**src/rtl/div_dispatch_scheduler_pkg.sv**
```systemverilog
// Shared types and defaults for the divider dispatch scheduler.
`ifndef TAG_SIZE
`define TAG_SIZE 6
`endif
`ifndef MAX_INFLIGHT
`define MAX_INFLIGHT 32
`endif

package div_dispatch_scheduler_pkg;

    localparam int unsigned DIV_COUNT_DEF    = 16;
    localparam int unsigned TAG_SIZE_DEF     = `TAG_SIZE;
    localparam int unsigned MAX_INFLIGHT_DEF = `MAX_INFLIGHT;

    // Result tag carried alongside each dispatched item (reused by the length path).
    typedef logic [`TAG_SIZE-1:0] tag_t;

    // Width of a counter that must hold 0..max_inflight inclusive.
    function automatic int unsigned cnt_width(input int unsigned max_inflight);
        return $clog2(max_inflight + 1);
    endfunction

endpackage

```
**src/rtl/div_dispatch_scheduler_if.sv**
```systemverilog
// Handshake bundle between the TDL FIFO / divider pool / sorted_fifo and the scheduler.
interface div_dispatch_scheduler_if
    import div_dispatch_scheduler_pkg::*;
#(
    parameter int unsigned DIV_COUNT    = DIV_COUNT_DEF,
    parameter int unsigned TAG_SIZE     = TAG_SIZE_DEF,
    parameter int unsigned MAX_INFLIGHT = MAX_INFLIGHT_DEF
);
    localparam int unsigned CNT_W = cnt_width(MAX_INFLIGHT);

    logic                 enable;
    logic                 src_valid;
    logic                 src_read;
    logic [DIV_COUNT-1:0] div_ready;
    logic [DIV_COUNT-1:0] div_start;
    logic [TAG_SIZE-1:0]  dispatch_tag;
    logic                 retire;
    logic [CNT_W-1:0]     inflight_count;
    logic                 stall;
    logic                 retire_err;

    modport master (
        output enable, src_valid, div_ready, retire,
        input  src_read, div_start, dispatch_tag, inflight_count, stall, retire_err
    );

    modport slave (
        input  enable, src_valid, div_ready, retire,
        output src_read, div_start, dispatch_tag, inflight_count, stall, retire_err
    );
endinterface

```
**src/rtl/div_dispatch_scheduler_rr_pick_onehot.sv**
```systemverilog
// Rotating-priority picker: first set request at or above ptr, wrapping to bit 0.
module rr_pick_onehot #(
    parameter int unsigned N = 16
) (
    input  logic [N-1:0]         req_i,
    input  logic [$clog2(N)-1:0] ptr_i,
    output logic [N-1:0]         gnt_o,
    output logic [$clog2(N)-1:0] gnt_idx_o,
    output logic                 any_o
);
    localparam int unsigned PTR_W = $clog2(N);
    localparam int unsigned DW    = 2 * N;

    logic [DW-1:0] dbl_c;
    int unsigned   sel_c;

    // Low copy masked below ptr, high copy unmasked supplies the wrap-around.
    always_comb begin
        dbl_c = {req_i, req_i} & ~((DW'(1) << ptr_i) - DW'(1));
        sel_c = 0;
        for (int i = int'(DW) - 1; i >= 0; i--) begin
            if (dbl_c[i]) begin
                sel_c = 32'(i);
            end
        end
        if (sel_c >= N) begin
            sel_c = sel_c - N;
        end
        any_o     = |req_i;
        gnt_idx_o = PTR_W'(sel_c);
        gnt_o     = any_o ? (N'(1) << gnt_idx_o) : '0;
    end
endmodule

```
**src/rtl/div_dispatch_scheduler.sv**
```systemverilog
// Pops the TDL FIFO head into one idle divider per cycle and tracks in-flight results.
module div_dispatch_scheduler
    import div_dispatch_scheduler_pkg::*;
#(
    parameter int unsigned DIV_COUNT    = DIV_COUNT_DEF,
    parameter int unsigned TAG_SIZE     = TAG_SIZE_DEF,
    parameter int unsigned MAX_INFLIGHT = MAX_INFLIGHT_DEF
) (
    input  logic                     clk,
    input  logic                     reset,
    div_dispatch_scheduler_if.slave  bus
);
    localparam int unsigned CNT_W = cnt_width(MAX_INFLIGHT);
    localparam int unsigned PTR_W = $clog2(DIV_COUNT);

    // Live tags stay unique only if the window never exceeds the tag space.
    if (MAX_INFLIGHT > (2 ** TAG_SIZE)) begin : g_cfg_check
        $error("MAX_INFLIGHT exceeds the tag space");
    end

    logic [TAG_SIZE-1:0]  tag_q, tag_d;
    logic [PTR_W-1:0]     rr_ptr_q, rr_ptr_d;
    logic [CNT_W-1:0]     inflight_q, inflight_d;
    logic [DIV_COUNT-1:0] recent_mask_q, recent_mask_d;
    logic                 retire_err_q, retire_err_d;

    logic [DIV_COUNT-1:0] eligible_c, gnt_c, div_start_c;
    logic [PTR_W-1:0]     gnt_idx_c;
    logic                 any_c, not_full_c, dispatch_c;

    // A divider granted last cycle still shows ready for one cycle; hide it.
    assign eligible_c = bus.div_ready & ~recent_mask_q;

    rr_pick_onehot #(.N(DIV_COUNT)) u_pick (
        .req_i     (eligible_c),
        .ptr_i     (rr_ptr_q),
        .gnt_o     (gnt_c),
        .gnt_idx_o (gnt_idx_c),
        .any_o     (any_c)
    );

    // Dispatch decision and next-state for tag, pointer, mask and in-flight count.
    always_comb begin
        tag_d         = tag_q;
        rr_ptr_d      = rr_ptr_q;
        inflight_d    = inflight_q;
        retire_err_d  = retire_err_q;
        not_full_c    = inflight_q < CNT_W'(MAX_INFLIGHT);
        dispatch_c    = ~reset & bus.enable & bus.src_valid & any_c & not_full_c;
        div_start_c   = dispatch_c ? gnt_c : '0;
        recent_mask_d = div_start_c;

        if (dispatch_c) begin
            tag_d    = tag_q + TAG_SIZE'(1);
            rr_ptr_d = (gnt_idx_c == PTR_W'(DIV_COUNT - 1)) ? '0 : gnt_idx_c + PTR_W'(1);
        end

        if (bus.retire && (inflight_q == '0)) begin
            retire_err_d = 1'b1;
        end

        if (dispatch_c && !bus.retire) begin
            inflight_d = inflight_q + CNT_W'(1);
        end else if (!dispatch_c && bus.retire && (inflight_q != '0)) begin
            inflight_d = inflight_q - CNT_W'(1);
        end
    end

    // State registers with synchronous reset.
    always_ff @(posedge clk) begin
        if (reset) begin
            tag_q         <= '0;
            rr_ptr_q      <= '0;
            inflight_q    <= '0;
            recent_mask_q <= '0;
            retire_err_q  <= 1'b0;
        end else begin
            tag_q         <= tag_d;
            rr_ptr_q      <= rr_ptr_d;
            inflight_q    <= inflight_d;
            recent_mask_q <= recent_mask_d;
            retire_err_q  <= retire_err_d;
        end
    end

    assign bus.src_read       = dispatch_c;
    assign bus.div_start      = div_start_c;
    assign bus.dispatch_tag   = tag_q;
    assign bus.stall          = ~reset & bus.src_valid & ~dispatch_c;
    assign bus.inflight_count = inflight_q;
    assign bus.retire_err     = retire_err_q;

    // Structural invariants of the dispatch path.
    always_ff @(posedge clk) begin
        if (!reset) begin
            assert ($onehot0(div_start_c));
            assert (inflight_q <= CNT_W'(MAX_INFLIGHT));
            assert (!dispatch_c || bus.src_valid);
        end
    end
endmodule
```
**src/flat_wrapper.sv**
```systemverilog
// flat-port wrapper written by rule: the top's interface ports become plain ports
module div_dispatch_scheduler_flat import div_dispatch_scheduler_pkg::*;
#(
    parameter int unsigned DIV_COUNT    = DIV_COUNT_DEF,
    parameter int unsigned TAG_SIZE     = TAG_SIZE_DEF,
    parameter int unsigned MAX_INFLIGHT = MAX_INFLIGHT_DEF
)
  (clk, reset, bus_enable, bus_src_valid, bus_div_ready, bus_retire, bus_src_read, bus_div_start, bus_dispatch_tag, bus_inflight_count, bus_stall, bus_retire_err);
  div_dispatch_scheduler_if #(.DIV_COUNT(DIV_COUNT), .TAG_SIZE(TAG_SIZE), .MAX_INFLIGHT(MAX_INFLIGHT)) bus_i ();
  input  logic clk;
  input  logic reset;
  input wire logic [$bits(bus_i.enable)-1:0] bus_enable;
  input wire logic [$bits(bus_i.src_valid)-1:0] bus_src_valid;
  input wire logic [$bits(bus_i.div_ready)-1:0] bus_div_ready;
  input wire logic [$bits(bus_i.retire)-1:0] bus_retire;
  output wire logic [$bits(bus_i.src_read)-1:0] bus_src_read;
  output wire logic [$bits(bus_i.div_start)-1:0] bus_div_start;
  output wire logic [$bits(bus_i.dispatch_tag)-1:0] bus_dispatch_tag;
  output wire logic [$bits(bus_i.inflight_count)-1:0] bus_inflight_count;
  output wire logic [$bits(bus_i.stall)-1:0] bus_stall;
  output wire logic [$bits(bus_i.retire_err)-1:0] bus_retire_err;
  assign bus_i.enable = bus_enable;
  assign bus_i.src_valid = bus_src_valid;
  assign bus_i.div_ready = bus_div_ready;
  assign bus_i.retire = bus_retire;
  assign bus_src_read = bus_i.src_read;
  assign bus_div_start = bus_i.div_start;
  assign bus_dispatch_tag = bus_i.dispatch_tag;
  assign bus_inflight_count = bus_i.inflight_count;
  assign bus_stall = bus_i.stall;
  assign bus_retire_err = bus_i.retire_err;
  div_dispatch_scheduler #(.DIV_COUNT(DIV_COUNT), .TAG_SIZE(TAG_SIZE), .MAX_INFLIGHT(MAX_INFLIGHT)) u_core (.clk(clk), .reset(reset), .bus(bus_i));
endmodule
```
**config.mk**
```make
export PLATFORM = sky130hd
export DESIGN_NAME = div_dispatch_scheduler_flat
export DESIGN_NICKNAME = d
export VERILOG_FILES = /design/src/rtl/div_dispatch_scheduler_pkg.sv /design/src/rtl/div_dispatch_scheduler_if.sv /design/src/rtl/div_dispatch_scheduler_rr_pick_onehot.sv /design/src/rtl/div_dispatch_scheduler.sv /design/src/flat_wrapper.sv
export SDC_FILE = /design/constraint.sdc
export NUM_CORES = 1
export LEC_CHECK = 0
export BUFFER_PORTS_ARGS = -buffer_cell sky130_fd_sc_hd__buf_2
export CAP_MARGIN = 20
export CORE_ASPECT_RATIO = 0.5
export CORE_UTILIZATION = 30
export DETAILED_ROUTE_END_ITERATION = 12
export HOLD_SLACK_MARGIN = 0.06
export MAX_ROUTING_LAYER = met4
export PLACE_DENSITY = 0.51
export SYNTH_ARGS = -nofsm -noshare
export SYNTH_HDL_FRONTEND = slang
export SYNTH_HIERARCHICAL = 1
export SYNTH_SLANG_ARGS = --single-unit
```
**constraint.sdc**
```tcl
create_clock -name clk -period 7.5 [get_ports clk]
set_clock_uncertainty 0.2 [all_clocks]
set_input_delay 1.125 -clock clk [delete_from_list [all_inputs] [get_ports clk]]
set_output_delay 1.125 -clock clk [all_outputs]
set_load 0.02 [all_outputs]
```
# [Word-level counts from Yosys, hierarchy flattened]
# Index checks and enable logic that the tools add are counted.
[totals] wordCells=76 ff_bits=33
[op_classes] order_cmp=2 mux=38 reduce_logical=10 shift=2 n_bitwise=12 addsub=6 eq_ne=1
[ops] op="$mux 32" n=31
[ops] op="$and 32x32->32" n=1
[ops] op="$ge 32x5->1 const B" n=1
[ops] op="$mux 16" n=2
[ops] op="$not 32->32" n=1
[ops] op="$shl 1x4->32 const A" n=1
[ops] op="$sub 32x1->32 const B" n=1
[ops] op="$and 16x16->16" n=1
[ops] op="$not 16->16" n=1
[ops] op="$reduce_or 16->1" n=1
[ops] op="$shl 1x4->16 const A" n=1
[ops] op="$add 6x1->6 const B" n=2
[ops] op="$mux 6" n=2
[ops] op="$mux 4" n=2
[ops] op="$and 1x1->1" n=6
[ops] op="$logic_not 6->1" n=1
[ops] op="$lt 6x6->1 const B" n=1
[ops] op="$reduce_bool 6->1" n=1
[ops] op="$sub 6x1->6 const B" n=1
[ops] op="$mux 5" n=1
[ops] op="$add 4x1->4 const B" n=1
[ops] op="$eq 4x4->1 const B" n=1
[ops] op="$logic_and 1x1->1" n=4
[ops] op="$sub 4x1->4 const B" n=1
[ops] op="other kinds (3)" n=5

# [Logic depth before layout (Yosys ltp)]
[logic_depth] word_depth=41 depth_mapped=18 mapped_depth_nobuf=15

# [Cells and area by module]
# The synthesis kept the hierarchy.
[modules_own_cells] module="div_dispatch_scheduler" area_each_um2=1654.1 cells_each=183 n_inst=1
[modules_own_cells] module="rr_pick_onehot" area_each_um2=1263.7 cells_each=177 n_inst=1

# [Worst setup path before layout]
# OpenSTA, ideal clock, no wires.
[synth_path] kind="input-to-output" from="input port bus_div_ready[12]" to="output port bus_div_start[1]" arrival_ns=3.362 slack_ns=2.813 t_required_ns=6.175 stages=9 cell_sequence="nor2b_1 -> or4_1 -> a2111o_1 -> a221oi_2 -> a311oi_2 -> nor2_2 -> nand2b_4 -> nor3b_2 -> and3_1"
[synth_via] elab_chain_len=36 word_cells_on_any_way=40
[synth_lines] item="from (decl)" line_no="flat_wrapper.sv:14" rtl="input wire logic [$bits(bus_i.div_ready)-1:0] bus_div_ready;"
[synth_lines] item="$and 16x16->16 (*)" line_no="div_dispatch_scheduler.sv:32" rtl="assign eligible_c = bus.div_ready & ~recent_mask_q;"
[synth_lines] item="$and 32x32->32 (*)" line_no="div_dispatch_scheduler_rr_pick_onehot.sv:19" rtl="dbl_c = {req_i, req_i} & ~((DW'(1) << ptr_i) - DW'(1));"
[synth_lines] item="$mux 32 (16 in series)" line_no="div_dispatch_scheduler_rr_pick_onehot.sv:22" rtl="if (dbl_c[i]) begin"
[synth_lines] item="$mux 32 (*) (13 in series)" line_no="div_dispatch_scheduler_rr_pick_onehot.sv:22"
[synth_lines] item="$ge 32x5->1 / $sub 4x1->4 (equally long branches)" line_no="div_dispatch_scheduler_rr_pick_onehot.sv:26, div_dispatch_scheduler_rr_pick_onehot.sv:27"
[synth_lines] item="$mux 4 (*)" line_no="div_dispatch_scheduler_rr_pick_onehot.sv:26" rtl="if (sel_c >= N) begin"
[synth_lines] item="net u_core.gnt_idx_c[3]" line_no="div_dispatch_scheduler.sv:28" rtl="logic [PTR_W-1:0] gnt_idx_c;"
[synth_lines] item="$shl 1x4->16 (*)" line_no="div_dispatch_scheduler_rr_pick_onehot.sv:31" rtl="gnt_o = any_o ? (N'(1) << gnt_idx_o) : '0;"
[synth_lines] item="$mux 16 (*)" line_no="div_dispatch_scheduler_rr_pick_onehot.sv:31"
[synth_lines] item="net u_core.gnt_c[1]" line_no="div_dispatch_scheduler.sv:27" rtl="logic [DIV_COUNT-1:0] eligible_c, gnt_c, div_start_c;"
[synth_lines] item="$mux 16 (*)" line_no="div_dispatch_scheduler.sv:50" rtl="div_start_c = dispatch_c ? gnt_c : '0;"
[synth_lines] item="to (decl)" line_no="flat_wrapper.sv:17" rtl="output wire logic [$bits(bus_i.div_start)-1:0] bus_div_start;"
# The timed path passes the listed nets; every way through them passes the cells marked *.

# [Worst setup path after layout]
[layout_path] from="register u_core.rr_ptr_q[2]" to="output port bus_div_start[4]"
[layout_via] elab_chain_len=41 word_cells_on_any_way=42
[layout_lines] item="from (decl)" line_no="div_dispatch_scheduler.sv:22" rtl="logic [PTR_W-1:0] rr_ptr_q, rr_ptr_d;"
[layout_lines] item="from (signal assigned)" line_no="div_dispatch_scheduler.sv:79" rtl="rr_ptr_q <= rr_ptr_d;"
[layout_lines] item="$shl 1x4->32 (*)" line_no="div_dispatch_scheduler_rr_pick_onehot.sv:19"
[layout_lines] item="$sub 32x1->32 (*)" line_no="div_dispatch_scheduler_rr_pick_onehot.sv:19"
[layout_lines] item="$not 32->32 (*)" line_no="div_dispatch_scheduler_rr_pick_onehot.sv:19"
[layout_lines] item="$and 32x32->32 (*)" line_no="div_dispatch_scheduler_rr_pick_onehot.sv:19"
[layout_lines] item="$mux 5" line_no="div_dispatch_scheduler_rr_pick_onehot.sv:22"
[layout_lines] item="$mux 32 (30 in series)" line_no="div_dispatch_scheduler_rr_pick_onehot.sv:22"
[layout_lines] item="$mux 32 (*)" line_no="div_dispatch_scheduler_rr_pick_onehot.sv:22"
[layout_lines] item="$ge 32x5->1 / $sub 4x1->4 (equally long branches)" line_no="div_dispatch_scheduler_rr_pick_onehot.sv:26, div_dispatch_scheduler_rr_pick_onehot.sv:27"
[layout_lines] item="$mux 4 (*)" line_no="div_dispatch_scheduler_rr_pick_onehot.sv:26"
[layout_lines] item="net u_core.gnt_idx_c[1]" line_no="div_dispatch_scheduler.sv:28"
[layout_lines] item="$shl 1x4->16 (*)" line_no="div_dispatch_scheduler_rr_pick_onehot.sv:31"
[layout_lines] item="$mux 16 (*)" line_no="div_dispatch_scheduler_rr_pick_onehot.sv:31"
[layout_lines] item="net u_core.gnt_c[4]" line_no="div_dispatch_scheduler.sv:27"
[layout_lines] item="$mux 16 (*)" line_no="div_dispatch_scheduler.sv:50"
# Marks and branches as above.

==> results.md <==
- Status: completed
- GRT Util Overall: 16.92%
- Dpl cells: 523
- Boundary Pins: 52
- Wire length per cell: 15.02 µm
- Drt drc: 0
- Post-detail-place hpwl: 5899 µm
- Post-CTS Setup Bufs: 0
- Post-synth ARST share: 0%
- HP Start: u_core/bus.retire_err
- Max clock buf depth: 2
- PostCTS Resize Cnt: 0
- Largest net degree at the start of global routing: 38
- Final Setup Violations: 0
- RSZ-0062 raised after global routing: no
- Syn Inst Count: 360
- Initial Util: 30.89%
- Hold_buf cts: 0
- Cts bufs inserted: 5
- Vias in the first global route: 2,502
- Grt total ovfl: 0
- Pre-antenna DRT Iters: 4
- Hold Path Cell Cnt: 2
- Area delta synth->final: 16.34%
- Mapped Nets: 390
- Min cycle time layout: 6.006 ns
- WS Path Type: flop to primary output
- Initial drt markers: 242
- Post-route insts no fill: 532
- Share of cells above drive strength 1: 26.20%
- Nets: 426
- Period utilization: 80.09%
- CTS Sinks: 33
- Worst VDD drop: 0.1579 mV
- Vias/cell: 5.130
- Critical Path Fanout Max: 25
- Synth unique cells: 79
- Vias: 2,729
- Hold Fails Final Rpt: 0
- Drt total wl: 7990 µm
- Fmax: 0.1665 GHz
- Worst setup EP type: primary output
- H-tree depth: 2
- R2r startpoint: u_core/rr_ptr_q[2]
- Die width: 141.5 µm
- Die height: 71.74 µm
- Sequential area share after synthesis: 22.64%
- Worst EP arrival: 4.68 ns
- Type of origin of the critical path: flop
- Hold Crit Class: flop to flop
- Pwr Density: 269.9 nW/µm²
- Max-Cap Viols: 0
- Clock latency on the worst-skew pair: 0.28 ns
- Syn avg cell area: 8.105 µm²
- CORE AREA: 9447 µm²
- CTS clk-pin slew, worst paths: 0.06 ns
- Ys Warns: 6
- Mapped cell area: 2918 µm²
- R2R setup slack: 2.68 ns
- CTS tree: yes
- First-pass GRT wire length: 12,980 µm
- Clock root buffer: clkbuf_16
- Most used DFF post-synth: dfxtp_1
- Total die area: 10,150 µm²
- Reg2reg path depth: 14
- Slew HR: 40.98%
- Number of port buffers: 51
- Reg2reg end: u_core/rr_ptr_q[3]
- Max Slew Vio Count: 0
- Slew @ Worst Pin: 0.8853 ns
- Post-synth EDFFs: 0
- Lkg Pwr: 1.436 nW
- Required @ worst endpoint: 6.17 ns
- Detail Route Antenna Nets: 0
- Gp weighted congestion: 0.9279
- Hold Path End: u_core/bus.retire_err
- TNS Setup: 0 ns
- Core Rows: 25
- Post-synthesis register bit count: 33
- Antenna cell count: 0
- Fillers: 1,005
- Antenna violations before repair: 0
[layout by cell type (no fill, tap or decap), drive strengths merged, types with 7 or more instances in the layout]
master and instances:
buf 52, dfxtp 33, and3 32, nand2 29, nor2 27, nor2b 23
a21oi 20, nor3 18, inv 14, o21ai 12, nand3 8, ha 8
nand2b 7
[registers in the layout, indices dropped and copies added (netlist names)]
name,cells
u_core/rr_ptr_q,4
u_core/bus.retire_err,1
u_core/recent_mask_q,16
u_core/bus.inflight_count,6
u_core/bus.dispatch_tag,6
[final cells by class]
class / count / area (µm²) / share of cell area, %
Timing Repair Buffer: 52 / 270.3 / 7.962
Clock buffer: 5 / 125.1 / 3.686
Tap cell: 135 / 168.9 / 4.976
Sequential cell: 33 / 660.6 / 19.46
Inverter: 13 / 56.30 / 1.659
Clock inverter: 3 / 68.82 / 2.027
Multi-Input combinational cell: 291 / 2044 / 60.23
[metal layers]
metal  share of wire [%]  up-vias  global-route usage, %
li1                    -     1395                      -
met1                  49     1254                  21.97
met2                  45       70                  26.57
met3                 4.8       10                  3.543
met4                 1.4        0                  5.018
met5                   0        -                      -
[worst max-delay path by stage]
stage | start | end | slack [ns] | cells after the start
after floorplan | bus_div_ready[12] | bus_div_start[1] | 2.81 | 9
after global placement | u_core/rr_ptr_q[3] | bus_div_start[0] | 1.87 | 13
after detailed placement | u_core/rr_ptr_q[2] | bus_div_start[4] | 1.87 | 13
after CTS | u_core/rr_ptr_q[2] | bus_div_start[4] | 1.55 | 13
after global routing | u_core/rr_ptr_q[2] | bus_div_start[4] | 1.19 | 13
final | u_core/rr_ptr_q[2] | bus_div_start[4] | 1.49 | 13
[cells in the mapped netlist, types with 5 or more instances]
cell type / number / area, µm²
xnor2_1: 5 / 43.79
buf_2: 7 / 35.03
clkbuf_1: 9 / 33.78
nand3_1: 8 / 40.04
buf_6: 6 / 67.56
o21ai_0: 10 / 50.05
a21oi_1: 18 / 90.09
nor4_1: 5 / 31.28
nor2_1: 26 / 97.59
a31oi_1: 5 / 31.28
and2_1: 5 / 31.28
nor2b_1: 23 / 143.9
and3_1: 30 / 187.7
nand2_1: 27 / 101.4
nand2b_1: 5 / 31.28
inv_1: 10 / 37.54
nor3_2: 14 / 140.1
ha_1: 8 / 100.1
dfxtp_1: 33 / 660.6
[cells by family after synthesis]
group	count (synthesis)	share of synthesized area, %
simple gates	179	38.34
compound gates	89	23.11
buf+inv	36	7.290
flops	33	22.64
xor+xnor	9	2.701
fa+ha+maj	9	4.117
mux	5	1.801
[power by group]
group	switching (mW)	internal, mW
registers	0.0347	0.197
clock network	0.0815	0.191
logic	0.250	0.162
[per-stage QoR]
step	setup slack, ns	utilization (%)	power [mW]	instance area (µm²)	hold WS, ns
floorplan	2.813	-	0.5672	2918	0.2544
global placement	1.871	33.72	0.6397	3186	0.2696
detailed placement	1.867	33.72	0.6388	3186	0.2696
CTS	1.554	35.77	0.9166	3379	0.2884
global route	1.186	35.93	0.9830	3395	0.3236
finish	1.494	35.93	0.9161	3395	0.2810
[critical path, stage by stage, from the launching register on]
cell      delay (ns)
dfxtp_1         0.86
nor2_1          0.21
nand3b_1        0.15
ha_1            0.57
or4b_4          0.65
o211a_2         0.20
a21o_1          0.19
a221o_1         0.32
a31oi_1         0.19
o21a_2          0.39
inv_8           0.10
nor3_2          0.23
and3_1          0.17
buf_2           0.16
(Power assumes the default switching activity.)
